[src/rtl/prog_mem_if.sv]
// CPU fetch bus and loader write port for prog_mem.
// The master side is the CPU/loader; the slave side is the memory.
interface prog_mem_if #(
  parameter int DATA_W     = 16,
  parameter int ADDR_W     = 16,
  parameter int DEPTH_LOG2 = 8
) ();
  logic [ADDR_W-1:0]     addr;
  logic                  refetch;
  logic                  ld_we;
  logic [DEPTH_LOG2-1:0] ld_addr;
  logic [DATA_W-1:0]     ld_data;
  logic [DATA_W-1:0]     data;
  logic                  RAM_ready;
  logic                  busy;

  modport master (
    output addr, refetch, ld_we, ld_addr, ld_data,
    input  data, RAM_ready, busy
  );

  modport slave (
    input  addr, refetch, ld_we, ld_addr, ld_data,
    output data, RAM_ready, busy
  );
endinterface

[src/rtl/prog_mem.sv]
// Word-addressed program memory with a latency-programmable ready pulse.
// state | meaning
// IDLE  | waiting for a new address, a refetch, or the first fetch after reset
// BUSY  | read in flight; counter runs down to the completion edge
module prog_mem #(
  parameter int DATA_W     = 16,
  parameter int ADDR_W     = 16,
  parameter int DEPTH_LOG2 = 8,
  parameter int LATENCY    = 2
) (
  input logic      clk,
  input logic      rst,
  prog_mem_if.slave bus
);
  localparam int CNT_W = 4;
  localparam logic [CNT_W-1:0] LAT_M1 = CNT_W'(LATENCY - 1);

  typedef enum logic {IDLE, BUSY} state_t;

  logic [DATA_W-1:0] mem [2**DEPTH_LOG2];

  state_t            state_q, state_d;
  logic [CNT_W-1:0]  cnt_q, cnt_d;
  logic [ADDR_W-1:0] last_q, last_d;
  logic              first_q, first_d;
  logic [DATA_W-1:0] data_q, data_d;
  logic              ready_q, ready_d;

  // Contents survive reset; the loader may write in any state.
  always_ff @(posedge clk) begin
    if (bus.ld_we) mem[bus.ld_addr] <= bus.ld_data;
  end

  always_ff @(posedge clk or negedge rst) begin
    if (!rst) begin
      state_q <= IDLE;
      cnt_q   <= '0;
      last_q  <= '0;
      first_q <= 1'b1;
      data_q  <= '0;
      ready_q <= 1'b0;
    end else begin
      state_q <= state_d;
      cnt_q   <= cnt_d;
      last_q  <= last_d;
      first_q <= first_d;
      data_q  <= data_d;
      ready_q <= ready_d;
    end
  end

  always_comb begin
    state_d = state_q;
    cnt_d   = cnt_q;
    last_d  = last_q;
    first_d = first_q;
    data_d  = data_q;
    ready_d = 1'b0;
    case (state_q)
      IDLE: begin
        if (first_q || (bus.addr != last_q) || bus.refetch) begin
          last_d  = bus.addr;
          first_d = 1'b0;
          cnt_d   = LAT_M1;
          state_d = BUSY;
        end
      end
      BUSY: begin
        // An address change outranks completion: the stale word is never reported.
        if (bus.addr != last_q) begin
          last_d = bus.addr;
          cnt_d  = LAT_M1;
        end else if (cnt_q == '0) begin
          data_d  = mem[last_q[DEPTH_LOG2-1:0]];
          ready_d = 1'b1;
          state_d = IDLE;
        end else begin
          cnt_d = cnt_q - 1'b1;
        end
      end
      default: state_d = IDLE;
    endcase
  end

  assign bus.data      = data_q;
  assign bus.RAM_ready = ready_q;
  assign bus.busy      = (state_q == BUSY);
endmodule

[src/flat_wrapper.sv]
// flat-port wrapper written by rule: the top's interface ports become plain ports
module prog_mem_flat 
#(
  parameter int DATA_W     = 16,
  parameter int ADDR_W     = 16,
  parameter int DEPTH_LOG2 = 8,
  parameter int LATENCY    = 2
)
  (clk, rst, bus_addr, bus_refetch, bus_ld_we, bus_ld_addr, bus_ld_data, bus_data, bus_RAM_ready, bus_busy);
  prog_mem_if #(.DATA_W(DATA_W), .ADDR_W(ADDR_W), .DEPTH_LOG2(DEPTH_LOG2)) bus_i ();
  input logic clk;
  input logic rst;
  input wire logic [$bits(bus_i.addr)-1:0] bus_addr;
  input wire logic [$bits(bus_i.refetch)-1:0] bus_refetch;
  input wire logic [$bits(bus_i.ld_we)-1:0] bus_ld_we;
  input wire logic [$bits(bus_i.ld_addr)-1:0] bus_ld_addr;
  input wire logic [$bits(bus_i.ld_data)-1:0] bus_ld_data;
  output wire logic [$bits(bus_i.data)-1:0] bus_data;
  output wire logic [$bits(bus_i.RAM_ready)-1:0] bus_RAM_ready;
  output wire logic [$bits(bus_i.busy)-1:0] bus_busy;
  assign bus_i.addr = bus_addr;
  assign bus_i.refetch = bus_refetch;
  assign bus_i.ld_we = bus_ld_we;
  assign bus_i.ld_addr = bus_ld_addr;
  assign bus_i.ld_data = bus_ld_data;
  assign bus_data = bus_i.data;
  assign bus_RAM_ready = bus_i.RAM_ready;
  assign bus_busy = bus_i.busy;
  prog_mem #(.DATA_W(DATA_W), .ADDR_W(ADDR_W), .DEPTH_LOG2(DEPTH_LOG2), .LATENCY(LATENCY)) u_core (.clk(clk), .rst(rst), .bus(bus_i));
endmodule
[config.mk]
export PLATFORM = sky130hd
export DESIGN_NAME = prog_mem_flat
export DESIGN_NICKNAME = d
export VERILOG_FILES = /design/src/rtl/prog_mem_if.sv /design/src/rtl/prog_mem.sv /design/src/flat_wrapper.sv
export SDC_FILE = /design/constraint.sdc
export NUM_CORES = 2
export LEC_CHECK = 0
export CORE_MARGIN = 2
export CORE_UTILIZATION = 25
export CTS_BUF_LIST = sky130_fd_sc_hd__clkbuf_2 sky130_fd_sc_hd__clkbuf_4 sky130_fd_sc_hd__clkbuf_8
export CTS_CLUSTER_SIZE = 8
export DETAILED_ROUTE_END_ITERATION = 6
export GPL_ROUTABILITY_DRIVEN = 0
export SLEW_MARGIN = 30
export SYNTH_ARGS = -nofsm -noshare
export SYNTH_HDL_FRONTEND = slang
export SYNTH_SLANG_ARGS = --single-unit
[constraint.sdc]
create_clock -name clk -period 7.35 [get_ports clk]
set_clock_uncertainty 0.2 [all_clocks]
set_input_delay 2.205 -clock clk [delete_from_list [all_inputs] [get_ports clk]]
set_output_delay 2.205 -clock clk [all_outputs]
set_load 0.02 [all_outputs]
Word-level counts from Yosys, hierarchy flattened
Memory sizes are Yosys's and may differ from the RTL's. A register that Yosys moved wholly into a read port is not among the register bits.
Index checks and enable logic that the tools add are counted.
W data, S select, Z words.

word-level totals
  latch bits = 0
  output and inout bits = 18
  memories kept = 1
  bits in read-only memories = 0
  memory bits (writable) = 4096
  flip-flop bits (word level) = 23
  input port bits = 44

memory list
  name        words  bits a word  read ports  clocked after Yosys merged registers in  wr ports  line            RTL
  u_core.mem  256    16           1           1                                        1         prog_mem.sv:20  logic [DATA_W-1:0] mem [2**DEPTH_LOG2];

operators by class
  muxes and demuxes = 16
  $add $sub $neg = 1
  bitwise operators = 2
  shifts and indexed selects = 0
  divide/modulo/power cells = 0
  reductions and logical operators = 8
  multiply operators = 0
  order comparisons = 0
  eq/ne operators = 4

operators with widths
  cell                   number
  $mux W16               2
  $pmux W16 S2           1
  $ne A16 B16 Y1         1
  $mux W4                3
  $mux W1                8
  $pmux W4 S2            1
  $reduce_and A2 Y1      3
  $logic_not A4 Y1       1
  $sub A4 B1 Y4 const B  1
  $ne A3 B3 Y1 const B   1
  $reduce_and A3 Y1      1
  $logic_or A1 B1 Y1     2
  $ne A2 B1 Y1 const B   1
  $ne A2 B2 Y1 const B   1
  $not A1 Y1             2
  $pmux W1 S2            1
  $logic_not A1 Y1       1

Logic depth before layout (Yosys ltp)
  depth in word-level cells = 5
  gate-level depth with buffers = 12

Worst setup path after synthesis
OpenSTA, ideal clock, no wires.

  path type = in2reg
  start point = input port bus_ld_addr[0]
  end point = memory u_core.mem[237][0] (enable)
  slack = 2.780 ns
  setup time = 0.388 ns
  buffers on the path = 3
  stages on the path = 6
  arrival time = 3.981 ns
  data required time = 6.762 ns
  path through = clkbuf_1 -> nor2b_1 -> clkbuf_1 -> nand4_1 -> clkbuf_1 -> nor2_1

RTL lines
  element             line                RTL
  start: declaration  flat_wrapper.sv:16  input wire logic [$bits(bus_i.ld_addr)-1:0] bus_ld_addr;
  end: declaration    prog_mem.sv:20

Straight into the memory's write port.

Final worst setup path
  start point = input port bus_addr[7]
  end point = register u_core.data_q[9], in the netlist u_core.bus.data[9] (read register of u_core.mem)

on the way
  cells in the longest elaborated chain, start to end = 3

ends and longest elaborated chain
  element                             line                RTL
  start: declaration                  flat_wrapper.sv:13  input wire logic [$bits(bus_i.addr)-1:0] bus_addr;
  $ne A16 B16 Y1                      prog_mem.sv:70      if (bus.addr != last_q) begin
  $not A1 Y1 (no source line)         --
  $reduce_and A3 Y1 (no source line)  --
  end: declaration                    prog_mem.sv:26      logic [DATA_W-1:0] data_q, data_d;

Every way passes these cells.
A chain may end at the register's enable or synchronous reset.

==> flow_metrics.tcl <==
set metrics [dict create \
    status "completed" \
    ctsHoldBuffers 0 \
    ir_drop_mv 0.210 \
    drtPass1Iterations 6 \
    core_area_mm2 0.640 \
    drv_slew 0 \
    crit_family "simple AND/OR/NAND/NOR gates" \
    dp_hpwl_um 320000 \
    period_needed_ns 5.27 \
    area_delta_synth_final_pct 15.2 \
    final_cell_area_mm2 0.185 \
    grt_max_degree 145 \
    vias 86842 \
    drt-initial-drc-count 12726 \
    drive_above_1_share_pct 23.0 \
    placement.io_buffers 61 \
    crit_path_max_fanout 19 \
    path_depth 8 \
    grt.overflow.total 0 \
    synth_nets 8147 \
    hold-path-cell-count 1 \
    fp.dieArea_mm2 0.648 \
    clk_pin_slew_ns 0.07 \
    power.density_mw_per_mm2 253 \
    max_freq_mhz 190 \
    yosys.area.top_type "edfxtp_1" \
    cts_buffers 635 \
    synth_seq_cells 4135 \
    ys_seq_area_share_pct 77.3 \
    cts_resized 0 \
    crit_type "input pin to flip-flop" \
    cp_cell_sequence "clkdlybuf4s50_1 -> xnor2_1 -> nand4_1 -> nor4_4 -> nand2_1 -> nor2_1 -> o2111ai_1 -> o21ai_1" \
    post-route-util_pct 28.9 \
    fill_cells 62490 \
    ff2ff_path_depth 8 \
    wl_um 508000 \
    rows 294 \
    htreeDepth 6 \
    cts_tree "built" \
    io_pins 62 \
    setup_viol 0 \
    die_h_um 805 \
    fin_nets 8766 \
    start_kind "input pin" \
    clock-root-buffer "clkbuf_8" \
    synth.distinct_cells 87 \
    via_per_inst 4.95 \
    syn_inst 8102 \
    place_area_mm2 0.173 \
    total_leakage_power_uw 0.0586 \
    syn_avg_cell_area_um2 19.8 \
    synth_top_cells_by_count "edfxtp_1 (4096), mux2i_1 (1092), mux4_2 (480), nor2_1 (343), a22oi_1 (277)" \
    synth-edff-count 4096 \
    grt_pass1_wl_um 688000 \
    drcViolationCount 0 \
    reg2reg_from "u_core.last_q[1]" \
    end_kind "flip-flop" \
    whs_ns 0.309 \
    yosysMostFrequentCell "edfxtp_1" \
    die_w_um 805 \
    min_from "u_core.first_q" \
    setup.worst_path.start "bus_addr[7]" \
    drv_cap 0 \
    slowest_delay_ns 1.06 \
    start_util_pct 25.1 \
    rsz0062_at_grt "no" \
    cp.buffers_inverters 1 \
    grt_pass1_vias 83233 \
    synth_area_leaders "edfxtp_1 (77%), mux2i_1 (6.8%), mux4_2 (6.7%)" \
    grtUsageTotal_pct 15.0 \
    wl_per_cell_um 29.0 \
    crit_slowest_cell "nor4_4" \
    synth_top_area_share_pct 76.7 \
    clock-sinks 4135 \
    max_slew.worst_pin.slew_ns 1.21 \
    hold_viol 0 \
    synthArstFlopShare_pct 0.943 \
    cp.required_ns 8.36 \
    max_slew_margin_pct 18.7 \
    clk_latency_ns 1.32 \
    cts.path.max_buffers 4 \
    ant_nets 0 \
    ys.flop_type "edfxtp_1" \
    min_period_over_period_pct 71.8 \
    synth.cell_area_mm2 0.160 \
    yosys_warnings 0 \
    antenna_found_initial 43 \
    post-cts-setup-buffers 0 \
    setup_tns_ns 0 \
    critPathArrivalTime_ns 6.28 \
    min-delay-path-class "flip-flop to flip-flop" \
]
==> cells by family (layout without fill, tap and decap cells) <==
group                    count (synthesis)  after routing  share of synthesized area [%]
flip-flops                            4135           4135                           77.3
XOR/XNOR                                17             17                         0.0975
other                                    0             34                              0
buffers and inverters                  521           1484                           2.00
multiplexers                          1581           1581                           13.6
adder cells (fa/ha/maj)                  1              1                        0.00780
AO/OA/AOI/OAI                         1009           1009                           4.52
AND/OR/NAND/NOR                        838            838                           2.48
==> worst reg2reg max path, stage by stage (launching register included) <==
cell and delay, ns:
dfrtp_4 0.82, buf_12 0.54, or3b_2 0.88, o22ai_1 0.18, or4_1 0.61, a21oi_1 0.73
a31oi_1 0.42, o2111ai_1 0.27, o21ai_1 0.08
==> flip-flops by register name, indices dropped and copies added, names as in the netlist <==
name                  cells
u_core.mem             4096
u_core.bus.data          16
u_core.last_q            16
u_core.cnt_q              4
u_core.bus.RAM_ready      1
u_core.bus.busy           1
u_core.first_q            1
==> where the power goes <==
part / total (uW) / leakage, uW / internal, uW / switching [uW]
Clock: 18200 / 0.00600 / 9330 / 8840
Sequential: 26000 / 0.0373 / 26000 / 39.0
Combinational: 2600 / 0.0153 / 732 / 1870
==> metal layers <==
| layer | up-vias | wire length, um | global-route usage [%] |
|---|---|---|---|
| met5 | - | 163 | 0 |
| met4 | 24 | 24000 | 6.53 |
| met3 | 952 | 55200 | 3.81 |
| met2 | 5305 | 229000 | 22.8 |
| met1 | 45797 | 200000 | 20.2 |
| li1 | 34764 | - | - |
==> path summary, 6_finish.rpt <==
kind | end | slack [ns]
max | u_core.bus.data[9] | 2.08
min | u_core.first_q | 0.31
max reg2reg | u_core.bus.data[14] | 2.60
min reg2reg | u_core.first_q | 0.31
max in group asynchronous | u_core.last_q[1] | 5.17
min in group asynchronous | u_core.last_q[7] | 0.79
==> through the flow <==
step | cells | total power, uW | worst slack, ns
floorplan | 8102 | 27700 | 2.78
global placement | 16515 | 29000 | 0.981
detailed placement | 16516 | 29100 | 0.973
CTS | 17497 | 47000 | 1.99
global route | 17509 | 48000 | 2.08
finish | 17535 | 46800 | 2.08
==> cells in the final DEF (no fill, tap or decap), types with 33 or more instances in the layout <==
master           instances
clkbuf_4               211
buf_12                  52
mux4_2                 480
clkinv_1                58
o22ai_1                180
nand2_1                174
buf_4                  375
a21oi_1                102
o221ai_1               157
nand4_1                 65
nand3_1                 45
clkdlybuf4s50_1         43
mux2i_1               1092
edfxtp_1              4096
diode_2                 34
nor2_1                 204
clkbuf_8               646
o21ai_0                 62
nor2_2                 111
nor3_1                  80
dfrtp_1                 33
a22oi_1                277
==> area by class of cell <==
cell class / instances / area [um2] / area share [%]
inverter: 10 / 42.5 / 0.0230
clock buffer: 857 / 10500 / 5.67
multi-input combinational: 3446 / 34100 / 18.4
tap: 8436 / 10600 / 5.71
sequential: 4135 / 124000 / 67.1
clock inverter: 124 / 942 / 0.510
antenna: 34 / 85.1 / 0.0460
timing repair buffer: 493 / 4660 / 2.52
Power figures use the tool's default switching activity.
